File: src/rtl/ahbl_arbiter_2m.sv
// Two-master AHB-Lite arbiter: round-robin address-phase grant with burst and lock
// retention, plus a registered data-phase owner that steers write data and responses.
module ahbl_arbiter_2m #(
  parameter int W_ADDR         = 32,
  parameter int W_DATA         = 32,
  parameter int DEFAULT_MASTER = 0
) (
  input  logic              clk,
  input  logic              rst,

  input  logic [W_ADDR-1:0] m0_haddr,
  input  logic [1:0]        m0_htrans,
  input  logic              m0_hwrite,
  input  logic [2:0]        m0_hsize,
  input  logic [2:0]        m0_hburst,
  input  logic [3:0]        m0_hprot,
  input  logic              m0_hmastlock,
  input  logic [W_DATA-1:0] m0_hwdata,
  output logic              m0_hready,
  output logic              m0_hresp,
  output logic [W_DATA-1:0] m0_hrdata,

  input  logic [W_ADDR-1:0] m1_haddr,
  input  logic [1:0]        m1_htrans,
  input  logic              m1_hwrite,
  input  logic [2:0]        m1_hsize,
  input  logic [2:0]        m1_hburst,
  input  logic [3:0]        m1_hprot,
  input  logic              m1_hmastlock,
  input  logic [W_DATA-1:0] m1_hwdata,
  output logic              m1_hready,
  output logic              m1_hresp,
  output logic [W_DATA-1:0] m1_hrdata,

  output logic [W_ADDR-1:0] dst_haddr,
  output logic [1:0]        dst_htrans,
  output logic              dst_hwrite,
  output logic [2:0]        dst_hsize,
  output logic [2:0]        dst_hburst,
  output logic [3:0]        dst_hprot,
  output logic              dst_hmastlock,
  output logic [W_DATA-1:0] dst_hwdata,
  output logic              dst_hready,
  input  logic              dst_hready_resp,
  input  logic              dst_hresp,
  input  logic [W_DATA-1:0] dst_hrdata
);

  localparam logic       DEF_M         = (DEFAULT_MASTER != 0);
  localparam logic [1:0] HTRANS_NONSEQ = 2'b10;
  localparam logic [1:0] HTRANS_SEQ    = 2'b11;
  localparam logic [2:0] HBURST_SINGLE = 3'b000;

  logic addr_owner_q, addr_owner_d;
  logic data_owner_q, data_owner_d;
  logic data_valid_q, data_valid_d;
  logic rr_last_q,    rr_last_d;

  logic owner_req;
  logic other_req;
  logic hold_grant;

  assign dst_haddr     = addr_owner_q ? m1_haddr     : m0_haddr;
  assign dst_htrans    = addr_owner_q ? m1_htrans    : m0_htrans;
  assign dst_hwrite    = addr_owner_q ? m1_hwrite    : m0_hwrite;
  assign dst_hsize     = addr_owner_q ? m1_hsize     : m0_hsize;
  assign dst_hburst    = addr_owner_q ? m1_hburst    : m0_hburst;
  assign dst_hprot     = addr_owner_q ? m1_hprot     : m0_hprot;
  assign dst_hmastlock = addr_owner_q ? m1_hmastlock : m0_hmastlock;
  assign dst_hwdata    = data_owner_q ? m1_hwdata    : m0_hwdata;
  assign dst_hready    = dst_hready_resp;

  assign owner_req = dst_htrans[1];
  assign other_req = addr_owner_q ? m0_htrans[1] : m1_htrans[1];

  // A NONSEQ that opens a multi-beat burst is already accepted by the slave at
  // this boundary, so yielding now would split the burst from its SEQ beats.
  assign hold_grant = (dst_htrans == HTRANS_SEQ) || dst_hmastlock ||
                      ((dst_htrans == HTRANS_NONSEQ) && (dst_hburst != HBURST_SINGLE));

  always_comb begin
    addr_owner_d = addr_owner_q;
    data_owner_d = data_owner_q;
    data_valid_d = data_valid_q;
    rr_last_d    = rr_last_q;
    if (dst_hready_resp) begin
      data_owner_d = addr_owner_q;
      data_valid_d = owner_req;
      if (owner_req) begin
        rr_last_d = addr_owner_q;
      end
      if (!hold_grant && other_req) begin
        addr_owner_d = ~addr_owner_q;
      end
    end
  end

  always_ff @(posedge clk or posedge rst) begin
    if (rst) begin
      addr_owner_q <= DEF_M;
      data_owner_q <= DEF_M;
      data_valid_q <= 1'b0;
      rr_last_q    <= DEF_M;
    end else begin
      addr_owner_q <= addr_owner_d;
      data_owner_q <= data_owner_d;
      data_valid_q <= data_valid_d;
      rr_last_q    <= rr_last_d;
    end
  end

  // Waiting masters are stalled; only the address owner and data-phase owner see the slave.
  assign m0_hready = dst_hready_resp & (~addr_owner_q | (data_valid_q & ~data_owner_q));
  assign m1_hready = dst_hready_resp & ( addr_owner_q | (data_valid_q &  data_owner_q));
  assign m0_hresp  = dst_hresp & data_valid_q & ~data_owner_q;
  assign m1_hresp  = dst_hresp & data_valid_q &  data_owner_q;
  assign m0_hrdata = dst_hrdata;
  assign m1_hrdata = dst_hrdata;

endmodule

File: config.mk
export PLATFORM = sky130hd
export DESIGN_NAME = ahbl_arbiter_2m
export DESIGN_NICKNAME = d
export VERILOG_FILES = /design/src/rtl/ahbl_arbiter_2m.sv
export SDC_FILE = /design/constraint.sdc
export NUM_CORES = 1
export LEC_CHECK = 0
export BUFFER_PORTS_ARGS = -buffer_cell sky130_fd_sc_hd__buf_2
export CAP_MARGIN = 20
export CORE_AREA = 2 2 132 134
export DETAILED_ROUTE_END_ITERATION = 7
export DIE_AREA = 0 0 134 136
export GPL_TIMING_DRIVEN = 0
export PLACE_DENSITY_LB_ADDON = 0.1
export SLEW_MARGIN = 30
export SYNTH_ARGS = -nofsm -noshare
export SYNTH_HDL_FRONTEND = slang
export SYNTH_SLANG_ARGS = --single-unit
File: constraint.sdc
create_clock -name clk -period 1.6 [get_ports clk]
set_clock_uncertainty 0.2 [all_clocks]
set_input_delay 0 -clock clk [delete_from_list [all_inputs] [get_ports clk]]
set_output_delay 0 -clock clk [all_outputs]
set_load 0.01 [all_outputs]
==> out/qor.yml <==
final_antenna_net_count: 0
yosys.area_share.adder_pct: 0
clock_insertion_delay_worst_skew_ps: 220
max-slew-margin-rel_pct: 71.3
rsz0062_at_grt: "true"
netlist.area_leader.share_pct: 56.2
internal-power_mw: 1.51
setup_viol: 0
synth_simple_gate_area_share_pct: 3.04
synth.top_cells.by_area: "mux2_2, buf_4, dfrtp_1, buf_2, nor2b_1"
start_kind: "flop"
critPathMaxFanout: 10
cts.path.max_buffers: 2
synth_common_cells: "mux2_2, buf_4, buf_2"
synth.net_count: 364
dp_hpwl_um: 8160
die_y_um: 136
drt-pass1-iter-count: 4
synth_mux_area_share_pct: 56.2
dieWidth_um: 134
final_area_mm2: 0.00397
grt_use_total_pct: 8.65
timing.hold.worst.class: "in -> out"
drive_gt1_share_pct: 89.1
worstHoldStart: "dst_hrdata[17]"
synth-edff-count: 0
clock_power_share_pct: 16.6
timing.setup.tns_ps: 0
io-pin-count: 339
via_count_of_the_first_global_routing_pass: 2427
clk_transition_reported_paths_ps: 30
dominant_combinational_cell_family_by_area_after_synthesis: "multiplexers"
share_seq_of_total_power_pct: 4.4
wl_per_cell_um: 12.4
num-nets-final: 716
postSynth.topFlopCell: "dfrtp_1"
synth_xor_area_share_pct: 0
worst_setup_path_end_kind: "output pin"
path_class: "reg -> out"
hold_viol_final: 0
diodes: 0
dieArea_mm2: 0.0182
syn2layout_area_growth_pct: 148
power.switching_fraction_pct: 36.9
drtIter0Drc: 35
syn_area_mm2: 0.00160
fmax_mhz: 641
clock_sinks: 3
cts_made_buffers: 3
met2WireLength_um: 5130
post-synth-top-count-cell: "mux2_2"
synth_compound_area_share_pct: 2.26
post-route-min-period_ps: 1560
combinational_share_of_power_pct: 79.1
critical_path.reg2reg.startpoint: "addr_owner_q"
static-leakage-power_nw: 2.18
grt_pass1_wl_um: 12600
antenna_found_initial: 1
ctsHtreeMaxLevel: 1
worstPathRequired_ps: 1400
ys_seq_area_share_pct: 4.68
core_region_area_mm2: 0.0169
route.top_layer_used: "met5"
syn_inst: 172
tritoncts_clock_tree: "done"
finalCritPeriodShare_pct: 97.5
vias: 2519
detail_routed_via_count_per_cell: 3.37
rows: 48
irDropWorstVdd_mv: 0.273
yosysWarningCount: 0
routed_wl_um: 9280
gp_congestion: 0.788
synth_top_cell_by_area: "mux2_2"
maxCapViolCount: 0
grt_max_degree: 11
worst_slew_pin_slew_ps: 425
floorplan.initialDensity_pct: 9.50
async_flop_share_pct: 100
yosys.cell_types.count: 17
grt_overflow_total: 0
outcome: "finished, final reports clean"
placed_area_mm2: 0.00342
holdWs_ps: 2.29
met3RoutedLength_um: 808
cellPowerDensity_mw_per_mm2: 603
worst-endpoint-arrival_ps: 1360
report.final.slew_viol_count: 0
worstSetupStartpoint: "addr_owner_q"
placement.io_buffers: 306
seq_cells_post_synth: 3
p_switching_uw: 885
metal1_wirelength_um: 3220
clk_root_buffer_cell: "clkbuf_16"
post_synth.cell_area_avg_um2: 9.32
detail_route.drc_violations: 0
## per-layer routing
metal	global-route usage, %	vias up
li1	-	1238
met1	9.09	1128
met2	17.5	141
met3	1.98	10
met4	1.48	2
met5	0	-
## state kept, by name, indices dropped and copies added (netlist names)
register and count:
data_owner_q 1, addr_owner_q 1, data_valid_q 1
## cells by family (layout without fill, tap and decap cells)
group	Yosys count	after routing
buffers and inverters	76	427
multiplexers	80	80
AO/OA/AOI/OAI	5	5
flip-flops	3	3
AND/OR/NAND/NOR	8	8
## repair_timing
| action | CTS | global route |
|---|---|---|
| setup endpoints to repair | 73 | 24 |
| setup buffers | 2 | 0 |
| resized for setup | 19 | 4 |
| hold buffers | 38 | 1 |
| hold endpoints to repair | 69 | 1 |
## power by group through the flow
stage                     registers, mW  logic, mW  clock network [mW]
after floorplan                  0.0993       1.01                   0
after global placement            0.103       1.73                   0
after detailed placement          0.103       1.73                   0
after CTS                         0.104       1.91               0.405
after global routing              0.107       2.04               0.410
final                             0.104       1.90               0.397
## worst max-delay path: stages, from the launching register on
cell and delay (ps):
dfrtp_1 330, buf_6 150, buf_8 150, mux2_2 350, buf_2 150
## final timing paths
path,end,slack [ps],cells past startpoint
min reg2reg,data_valid_q,400,1
min,m1_hrdata[17],2,2
max,dst_hsize[0],40,4
max in group asynchronous,addr_owner_q,540,4
max reg2reg,data_valid_q,180,3
min in group asynchronous,data_owner_q,530,4
## cells in the final DEF, fill, tap and decap left out
cell type / count
a21boi_0: 1
a21oi_1: 1
a32o_1: 1
and3_1: 1
buf_2: 306
buf_4: 67
buf_6: 7
buf_8: 3
clkbuf_1: 1
clkbuf_16: 3
dfrtp_1: 3
dlygate4sd3_1: 39
inv_1: 1
mux2_2: 80
nand2_1: 1
nand2b_1: 1
nand4b_1: 1
nor2_1: 1
nor2b_1: 2
o21ai_1: 1
o41ai_1: 1
or4_1: 1
## per-stage QoR
stage          utilization [%]  cells  total power [mW]  worst slack [ps]
3_3_place_gp              20.2    703              1.84              13.6
3_5_place_dp              20.2    703              1.83              10.4
5_1_grt                   23.5    748              2.56             -4.32
2_1_floorplan                -    172              1.11               233
6_report                  23.5    748              2.40              39.2
4_1_cts                   23.4    747              2.42             -8.94
## final cells by class
cell class | instances | area (um2)
inverters | 1 | 3.75
well taps | 225 | 282
flip-flops and latches | 3 | 75.1
fillers | 1857 | 12900
repair buffers | 347 | 1940
multi-input cells | 93 | 986
clock buffers | 4 | 78.8
plain buffers | 75 | 612
Note: power is estimated with default switching activity, not from simulation.
